<file path="config.mk">
export PLATFORM = sky130hd
export DESIGN_NAME = mac_tx_ctrl
export DESIGN_NICKNAME = d
export VERILOG_FILES = /design/src/rtl/mac_tx_ctrl.sv
export SDC_FILE = /design/constraint.sdc
export NUM_CORES = 1
export LEC_CHECK = 0
export BUFFER_PORTS_ARGS = -buffer_cell sky130_fd_sc_hd__clkbuf_2
export CORE_UTILIZATION = 41
export DETAILED_ROUTE_END_ITERATION = 10
export GPL_TIMING_DRIVEN = 0
export PLACE_DENSITY = 0.74
export SLEW_MARGIN = 20
export SYNTH_ARGS = -nofsm -noshare
export SYNTH_HDL_FRONTEND = slang
export SYNTH_SLANG_ARGS = --single-unit
</file>
<file path="constraint.sdc">
create_clock -name i_clk -period 2.1 [get_ports i_clk]
set_clock_uncertainty 0.15 [all_clocks]
set_input_delay 0.21 -clock i_clk [delete_from_list [all_inputs] [get_ports i_clk]]
set_output_delay 0.21 -clock i_clk [all_outputs]
set_load 0.01 [all_outputs]
</file>
<file path="src/rtl/mac_tx_ctrl.sv">
// TX MAC sequencer: walks each buffered frame through header, data and IFG beats, drives the
// generator selects and buffer pops, and turns underrun/over-length frames into error+flush.
module mac_tx_ctrl #(
  parameter int unsigned            N_CHANNELS      = 4,
  parameter int unsigned            W_BYTE          = 8,
  parameter logic [W_BYTE-1:0]      SYM_TERM        = 'hFD,
  parameter int unsigned            N_HDR_BEATS     = 2,
  parameter int unsigned            W_MAC_HDR_CNT   = (N_HDR_BEATS > 1) ? $clog2(N_HDR_BEATS) : 1,
  parameter int unsigned            IFG_BEATS       = 3,
  parameter int unsigned            MAX_FRAME_BEATS = 400,
  parameter int unsigned            W_BEAT_CNT      = 9
) (
  input  logic                           i_clk,
  input  logic                           i_reset_n,
  input  logic                           i_clk_en,
  input  logic                           i_tx_en,
  input  logic                           i_frame_rdy,
  input  logic                           i_buf_empty,
  input  logic [N_CHANNELS-1:0]          i_buf_rctrl,
  input  logic [N_CHANNELS*W_BYTE-1:0]   i_buf_rdata,
  output logic                           o_buf_ren,
  output logic                           o_gen_hdr,
  output logic [W_MAC_HDR_CNT-1:0]       o_hdr_id,
  output logic                           o_gen_data,
  output logic                           o_gen_error,
  output logic                           o_gen_idle,
  output logic                           o_gen_ifg,
  output logic                           o_frame_done,
  output logic                           o_underrun,
  output logic                           o_busy
);

  localparam int unsigned W_IFG_CNT = (IFG_BEATS > 1) ? $clog2(IFG_BEATS) : 1;

  localparam logic [W_MAC_HDR_CNT-1:0] HDR_LAST = W_MAC_HDR_CNT'(N_HDR_BEATS - 1);
  localparam logic [W_BEAT_CNT-1:0]    BEAT_MAX = W_BEAT_CNT'(MAX_FRAME_BEATS);
  localparam logic [W_IFG_CNT-1:0]     IFG_LAST = W_IFG_CNT'(IFG_BEATS - 1);

  typedef enum logic [2:0] {StIdle, StHdr, StData, StFlush, StIfg} state_e;

  state_e                   state_q;
  logic [W_MAC_HDR_CNT-1:0] hdr_cnt_q;
  logic [W_BEAT_CNT-1:0]    beat_cnt_q;
  logic [W_IFG_CNT-1:0]     ifg_cnt_q;

  logic term;
  logic abort;
  logic data_ok;
  logic pop;

  always_comb begin
    term = 1'b0;
    for (int i = 0; i < N_CHANNELS; i++) begin
      if (i_buf_rctrl[i] && (i_buf_rdata[i*W_BYTE +: W_BYTE] == SYM_TERM)) begin
        term = 1'b1;
      end
    end
  end

  // Underrun and watchdog share one response; DATA turns into an error beat in the same cycle
  // so the generator never sends a data beat without a matching pop.
  assign abort   = (state_q == StData) && (i_buf_empty || (beat_cnt_q == BEAT_MAX));
  assign data_ok = (state_q == StData) && !abort;
  assign pop     = data_ok || ((state_q == StFlush) && !i_buf_empty);

  assign o_gen_idle   = (state_q == StIdle) || (state_q == StFlush);
  assign o_gen_hdr    = (state_q == StHdr);
  assign o_gen_data   = data_ok;
  assign o_gen_error  = abort;
  assign o_gen_ifg    = (state_q == StIfg);
  assign o_hdr_id     = hdr_cnt_q;
  assign o_busy       = (state_q != StIdle);
  assign o_buf_ren    = pop && i_clk_en;
  assign o_frame_done = data_ok && term && i_clk_en;
  assign o_underrun   = abort && i_clk_en;

  always_ff @(posedge i_clk or negedge i_reset_n) begin
    if (!i_reset_n) begin
      state_q    <= StIdle;
      hdr_cnt_q  <= '0;
      beat_cnt_q <= '0;
      ifg_cnt_q  <= '0;
    end else if (i_clk_en) begin
      unique case (state_q)
        StIdle: begin
          if (i_tx_en && i_frame_rdy) begin
            state_q   <= StHdr;
            hdr_cnt_q <= '0;
          end
        end
        StHdr: begin
          if (hdr_cnt_q == HDR_LAST) begin
            state_q    <= StData;
            beat_cnt_q <= '0;
          end else begin
            hdr_cnt_q <= hdr_cnt_q + 1'b1;
          end
        end
        StData: begin
          if (abort) begin
            state_q <= StFlush;
          end else begin
            beat_cnt_q <= beat_cnt_q + 1'b1;
            if (term) begin
              state_q   <= StIfg;
              ifg_cnt_q <= '0;
            end
          end
        end
        StFlush: begin
          if (!i_buf_empty && term) begin
            state_q   <= StIfg;
            ifg_cnt_q <= '0;
          end
        end
        StIfg: begin
          if (ifg_cnt_q == IFG_LAST) begin
            if (i_tx_en && i_frame_rdy) begin
              state_q   <= StHdr;
              hdr_cnt_q <= '0;
            end else begin
              state_q <= StIdle;
            end
          end else begin
            ifg_cnt_q <= ifg_cnt_q + 1'b1;
          end
        end
        default: state_q <= StIdle;
      endcase
    end
  end

endmodule

</file>
## After elaboration in Yosys (flattened, before gate mapping)

Index checks and enable logic that the tools add are counted.

| word-level totals | value |
|---|---|
| output and inout port bits | 10 |
| bits in registers | 15 |
| logic and storage cells | 76 |

| operators by class | value |
|---|---|
| reduce and logical (&&, ||, !) cells | 27 |
| equality and inequality tests | 18 |
| mux-type cells | 24 |
| add/subtract/negate cells | 3 |

Operators with widths:

| kind | number |
|---|---|
| == test 8 bit (second input constant) | 4 |
| two-way mux 3 bit | 6 |
| two-way mux 9 bit | 2 |
| one-hot mux 9 bit (2 select lines) | 1 |
| one-hot mux 3 bit (5 select lines) | 1 |
| logical AND 1 bit | 13 |
| AND reduction 6 bit | 2 |
| adder 9 x 1 -> 9 bit (second input constant) | 1 |
| == test 9 bit (second input constant) | 1 |
| nonzero test 3 bit | 3 |
| two-way mux 1 bit | 8 |
| two-way mux 2 bit | 4 |
| inequality test 2 x 1 -> 1 bit (second input constant) | 4 |
| == test 3 x 2 -> 1 bit (second input constant) | 2 |
| inequality test 2 bit (second input constant) | 3 |
| one-hot mux 2 bit (3 select lines) | 1 |
| AND reduction 4 bit | 1 |
| == test 3 x 1 -> 1 bit (second input constant) | 1 |
| == test 3 bit (second input constant) | 1 |
| logical NOT 3 bit | 1 |
| logical OR 1 bit | 3 |
| inequality test 3 bit (second input constant) | 1 |
| one-hot mux 1 bit (3 select lines) | 1 |
| AND reduction 3 bit | 1 |
| other kinds (5) | 6 |

## Depth between registers and ports, before layout

| logic depth | value |
|---|---|
| depth after elaboration | 9 |
| gate-level depth with buffers | 7 |
| depth with buffers taken out | 7 |

## Least setup slack after synthesis

OpenSTA, ideal clock, no wires.

| timing path | value |
|---|---|
| kind | register -> register |
| from | reg ifg_cnt_q[0] |
| to | reg state_q[2] |
| data required time | 1.825 ns |
| library setup time | 0.125 ns |
| period minus slack after synthesis | 2.130 ns |
| setup slack | -0.030 ns |
| arrival | 1.855 ns |
| stages on the path, launching flop included | 7 |
| buffers on the path | 0 |
| path through | dfrtp_1 inv_1 ha_1 or4b_2 nand2_1 a221o_1 mux2_2 |

| between the ends | value |
|---|---|
| cells in the longest elaborated chain, start to end | 3 |

RTL lines:

| element | RTL line | text |
|---|---|---|
| start: declaration | 44 | `logic [W_IFG_CNT-1:0] ifg_cnt_q;` |
| start signal: assignment | 125 | `ifg_cnt_q <= ifg_cnt_q + 1'b1;` |
| == test 2 bit | 117 | `if (ifg_cnt_q == IFG_LAST) begin` |
| inequality test 2 x 1 -> 1 bit (no line) | -- |  |
| AND reduction 6 bit (no line) | -- |  |
| end signal: assignment | 119 | `state_q <= StHdr;` |
| end signal: assignment | 122 | `state_q <= StIdle;` |
| end signal: assignment | 128 | `default: state_q <= StIdle;` |
| end: declaration | 41 | `state_e state_q;` |

No other way between the ends.
A chain may end at the register's enable or synchronous reset.

## Worst setup path after layout

| timing path | value |
|---|---|
| from | reg beat_cnt_q[0] |
| to | out o_underrun |

| between the ends | value |
|---|---|
| cells in the longest elaborated chain, start to end | 4 |

RTL lines:

| element | RTL line | text |
|---|---|---|
| start: declaration | 43 | `logic [W_BEAT_CNT-1:0] beat_cnt_q;` |
| start signal: assignment | 103 | `beat_cnt_q <= beat_cnt_q + 1'b1;` |
| == test 9 bit | 62 | `assign abort = (state_q == StData) && (i_buf_empty \|\| (beat_cnt_q == BEAT_MAX));` |
| logical OR 1 bit | 62 |  |
| logical AND 1 bit | 62 |  |
| logical AND 1 bit | 75 | `assign o_underrun = abort && i_clk_en;` |
| end: declaration | 29 | `output logic o_underrun,` |

No other way between the ends.

==> flow_metrics.env <==
export IMPL_num_nets_final=247
export IMPL_peakVddDrop_uv=519.0
export IMPL_drt_pass1_iterations=4
export IMPL_crit_chain="inv_1 > ha_2 > and4b_2 > a21oi_1 > nor3_1 > clkbuf_2"
export IMPL_drtAntennaViolNets=0
export IMPL_dieArea_um2=2887
export IMPL_synth_top_area_cell="dfrtp_1"
export IMPL_synthTopCellsByCount="nand2_1 (18), dfrtp_1 (15), nor2_1 (11)"
export IMPL_io_pins=52
export IMPL_max_stage_delay_ns=0.40
export IMPL_yosys_warnings=0
export IMPL_rsz0062_at_grt="yes"
export IMPL_ys_async_sr_fraction=1.000
export IMPL_core_um2=2500
export IMPL_synth_area_leaders="dfrtp_1 (34%), nand2_1 (6.2%), nor4_1 (4.6%)"
export IMPL_path_class="reg2out"
export IMPL_worst_slack_ns=-0.07249
export IMPL_grt_ovfl_total=0
export IMPL_vias=1310
export IMPL_maxSlewHeadroom=0.4012
export IMPL_cts_made_buffers=3
export IMPL_synth_area_per_cell_um2=8.189
export IMPL_slowest_stage="dfrtp_1"
export IMPL_rrSetupSlack_ns=0
export IMPL_synth_ff_type="dfrtp_1"
export IMPL_finalHoldViolCount=0
export IMPL_hp_start="i_frame_rdy"
export IMPL_initial_utilization=0.4389
export IMPL_syn_cell_area_um2=1097
export IMPL_first_global_vias=1061
export IMPL_final_max_slew_violation_count=0
export IMPL_rows=18
export IMPL_n_antenna_cell=0
export IMPL_setup_viol=4
export IMPL_grt_util_all_layers=0.2303
export IMPL_layout_drive_gt1_share=0.3980
export IMPL_power_total_mw=0.8011
export IMPL_violations="negative setup slack"
export IMPL_tritoncts="done"
export IMPL_arrival_ns=1.81
export IMPL_routed_via_density=5.671
export IMPL_syn_inst=134
export IMPL_drt_total_wl_um=3282
export IMPL_grt_pass1_wl_um=4761
export IMPL_syn_nets=179
export IMPL_setup_tns_ns=-0.1706
export IMPL_worstPathMaxFanout=4
export IMPL_grt_antenna_before_repair=0
export IMPL_port_buffers=50
export IMPL_yosysTopAreaCellShare=0.3421
export IMPL_p_leak_nw=0.7647
export IMPL_cts_max_level=1
export IMPL_fmaxAchievable_mhz=460.3
export IMPL_p_per_area_nw_per_um2=514.7
export IMPL_ys_ff_latch=15
export IMPL_path_clk_slew_ns=0.10
export IMPL_timing_rr_start="state_q[0]"
export IMPL_r2r_cells=6
export IMPL_fillers=217
export IMPL_synth_edff_count=0
export IMPL_outcome="complete, but fails checks"
export IMPL_stdcell_count=231
export IMPL_clock_latency_ns=0.29
export IMPL_worst_pin_slew_ns=0.8901
export IMPL_crit_required_ns=1.74
export IMPL_max_cap_violations=0
export IMPL_drtIter0Drc=30
export IMPL_whs_path_depth=4
export IMPL_min_period_over_period=1.035
export IMPL_grt_start_max_net_pins=16
export IMPL_synth_yosys_seq_area_share=0.3421
export IMPL_cts_num_sinks=15
export IMPL_gp_congestion=0.8162
export IMPL_wl_per_cell_um=14.21
export IMPL_dpl_instance_area_um2=1391
export IMPL_synth_most_common_cell="nand2_1"
export IMPL_worstSetupStartpointType="register"
export IMPL_cp_end_kind="output pin"
export IMPL_die_w_um=53.74
export IMPL_synth_cell_types=36
export IMPL_dp_cells=214
export IMPL_dp_hpwl_um=2368
export IMPL_r2r_end="beat_cnt_q[7]"
export IMPL_fin_area_um2=1556
export IMPL_holdPathEnd="o_hdr_id"
export IMPL_root_buffer="clkbuf_4"
export IMPL_clockBufferDepth=2
export IMPL_min_path_type="in2reg"
export IMPL_timing_final_crit_period_ns=2.172
export IMPL_fp_dieH_um=53.74
export IMPL_drc=0
export IMPL_syn_to_final_growth_pct=41.85
==> cells by family (layout without fill, tap and decap cells) <==
family,Yosys count,in the layout,synth area share
fa+ha+maj,3,3,0.03421
simple gates,68,68,0.3386
flops,15,15,0.3421
xor+xnor,7,7,0.05587
buf+inv,14,81,0.04789
compound gates,26,26,0.1710
mux,1,1,0.01026
==> registers in the layout (all words and copies together) (netlist names) <==
register / count
state_q: 3
o_hdr_id: 1
beat_cnt_q: 9
ifg_cnt_q: 2
==> worst max path at each step <==
stage | start | endpoint | slack [ns]
2_1_floorplan | beat_cnt_q[0] | beat_cnt_q[3] | 0.09
3_3_place_gp | beat_cnt_q[0] | beat_cnt_q[7] | 0.03
3_5_place_dp | beat_cnt_q[0] | beat_cnt_q[7] | -0.04
4_1_cts | beat_cnt_q[1] | o_frame_done | -0.06
5_1_grt | beat_cnt_q[0] | o_frame_done | -0.11
6_report | beat_cnt_q[0] | o_underrun | -0.07
==> layout make-up <==
cell class                 count  area [µm²]  share of cell area
sequential                    15       375.4              0.2412
multi-input combinational    105       711.9              0.4574
tap                           30       37.54             0.02412
buffer                         6       23.77             0.01527
clock buffer                   3       22.52             0.01447
timing repair buffer          63       350.3              0.2251
clock inverter                 1       5.005            0.003215
inverter                       8       30.03             0.01929
==> placed cells by master, fill, tap and decap left out, types with 2 or more instances in the layout <==
cell type / instances
nor2_1: 10
nor2b_1: 2
clkbuf_1: 5
inv_1: 7
nand3_1: 3
buf_4: 12
nor4_1: 8
nand4_1: 5
clkbuf_2: 49
and3_1: 3
nand2_1: 17
o21ai_0: 6
o2111ai_1: 3
a221o_1: 2
o211ai_1: 2
nor3_1: 8
o41ai_1: 2
a21oi_1: 5
xnor2_1: 2
and2_1: 2
xor2_1: 5
nor3b_2: 2
ha_1: 2
clkbuf_4: 3
dfrtp_1: 15
buf_2: 2
==> where the power goes <==
group          internal [mW]  total (mW)  switching (mW)
Sequential             0.324       0.363          0.0397
Clock                 0.0708       0.175           0.104
Combinational          0.123       0.263           0.139
Total                  0.518       0.801           0.284
==> layer usage <==
metal / up-vias / global-route usage / part of all wire / wire length, µm
li1: 633 / - / - / -
met1: 609 / 0.3019 / 0.41 / 1350
met2: 54 / 0.3807 / 0.51 / 1662
met3: 14 / 0.02825 / 0.048 / 156
met4: 0 / 0.09211 / 0.034 / 113
met5: - / 0 / 0 / 0
==> timing repair <==
item	in CTS	in global routing
endpoints found under the setup margin	9	14
buffers inserted	5	7
hold buffers	1	0
resized for setup	4	8
endpoints found under the hold margin	15	0
pin swaps	7	6
==> stage by stage <==
step | util | setup slack [ns] | hold WS, ns
5_1_grt | 0.6226 | -0.1128 | 0.1743
3_3_place_gp | 0.5566 | 0.02550 | -0.005657
4_1_cts | 0.5926 | -0.05676 | 0.1378
2_1_floorplan | - | 0.09297 | -0.2356
3_5_place_dp | 0.5566 | -0.04092 | -0.001284
6_report | 0.6226 | -0.07249 | 0.1416
==> worst max-delay path, delay by kind of cell, from the launching register on <==
family          cells  cell delay, ns
simple gates        2            0.54
buf+inv             2            0.26
fa+ha+maj           1            0.17
flops               1            0.40
compound gates      1            0.16
Note: power is estimated with default switching activity, not from simulation.
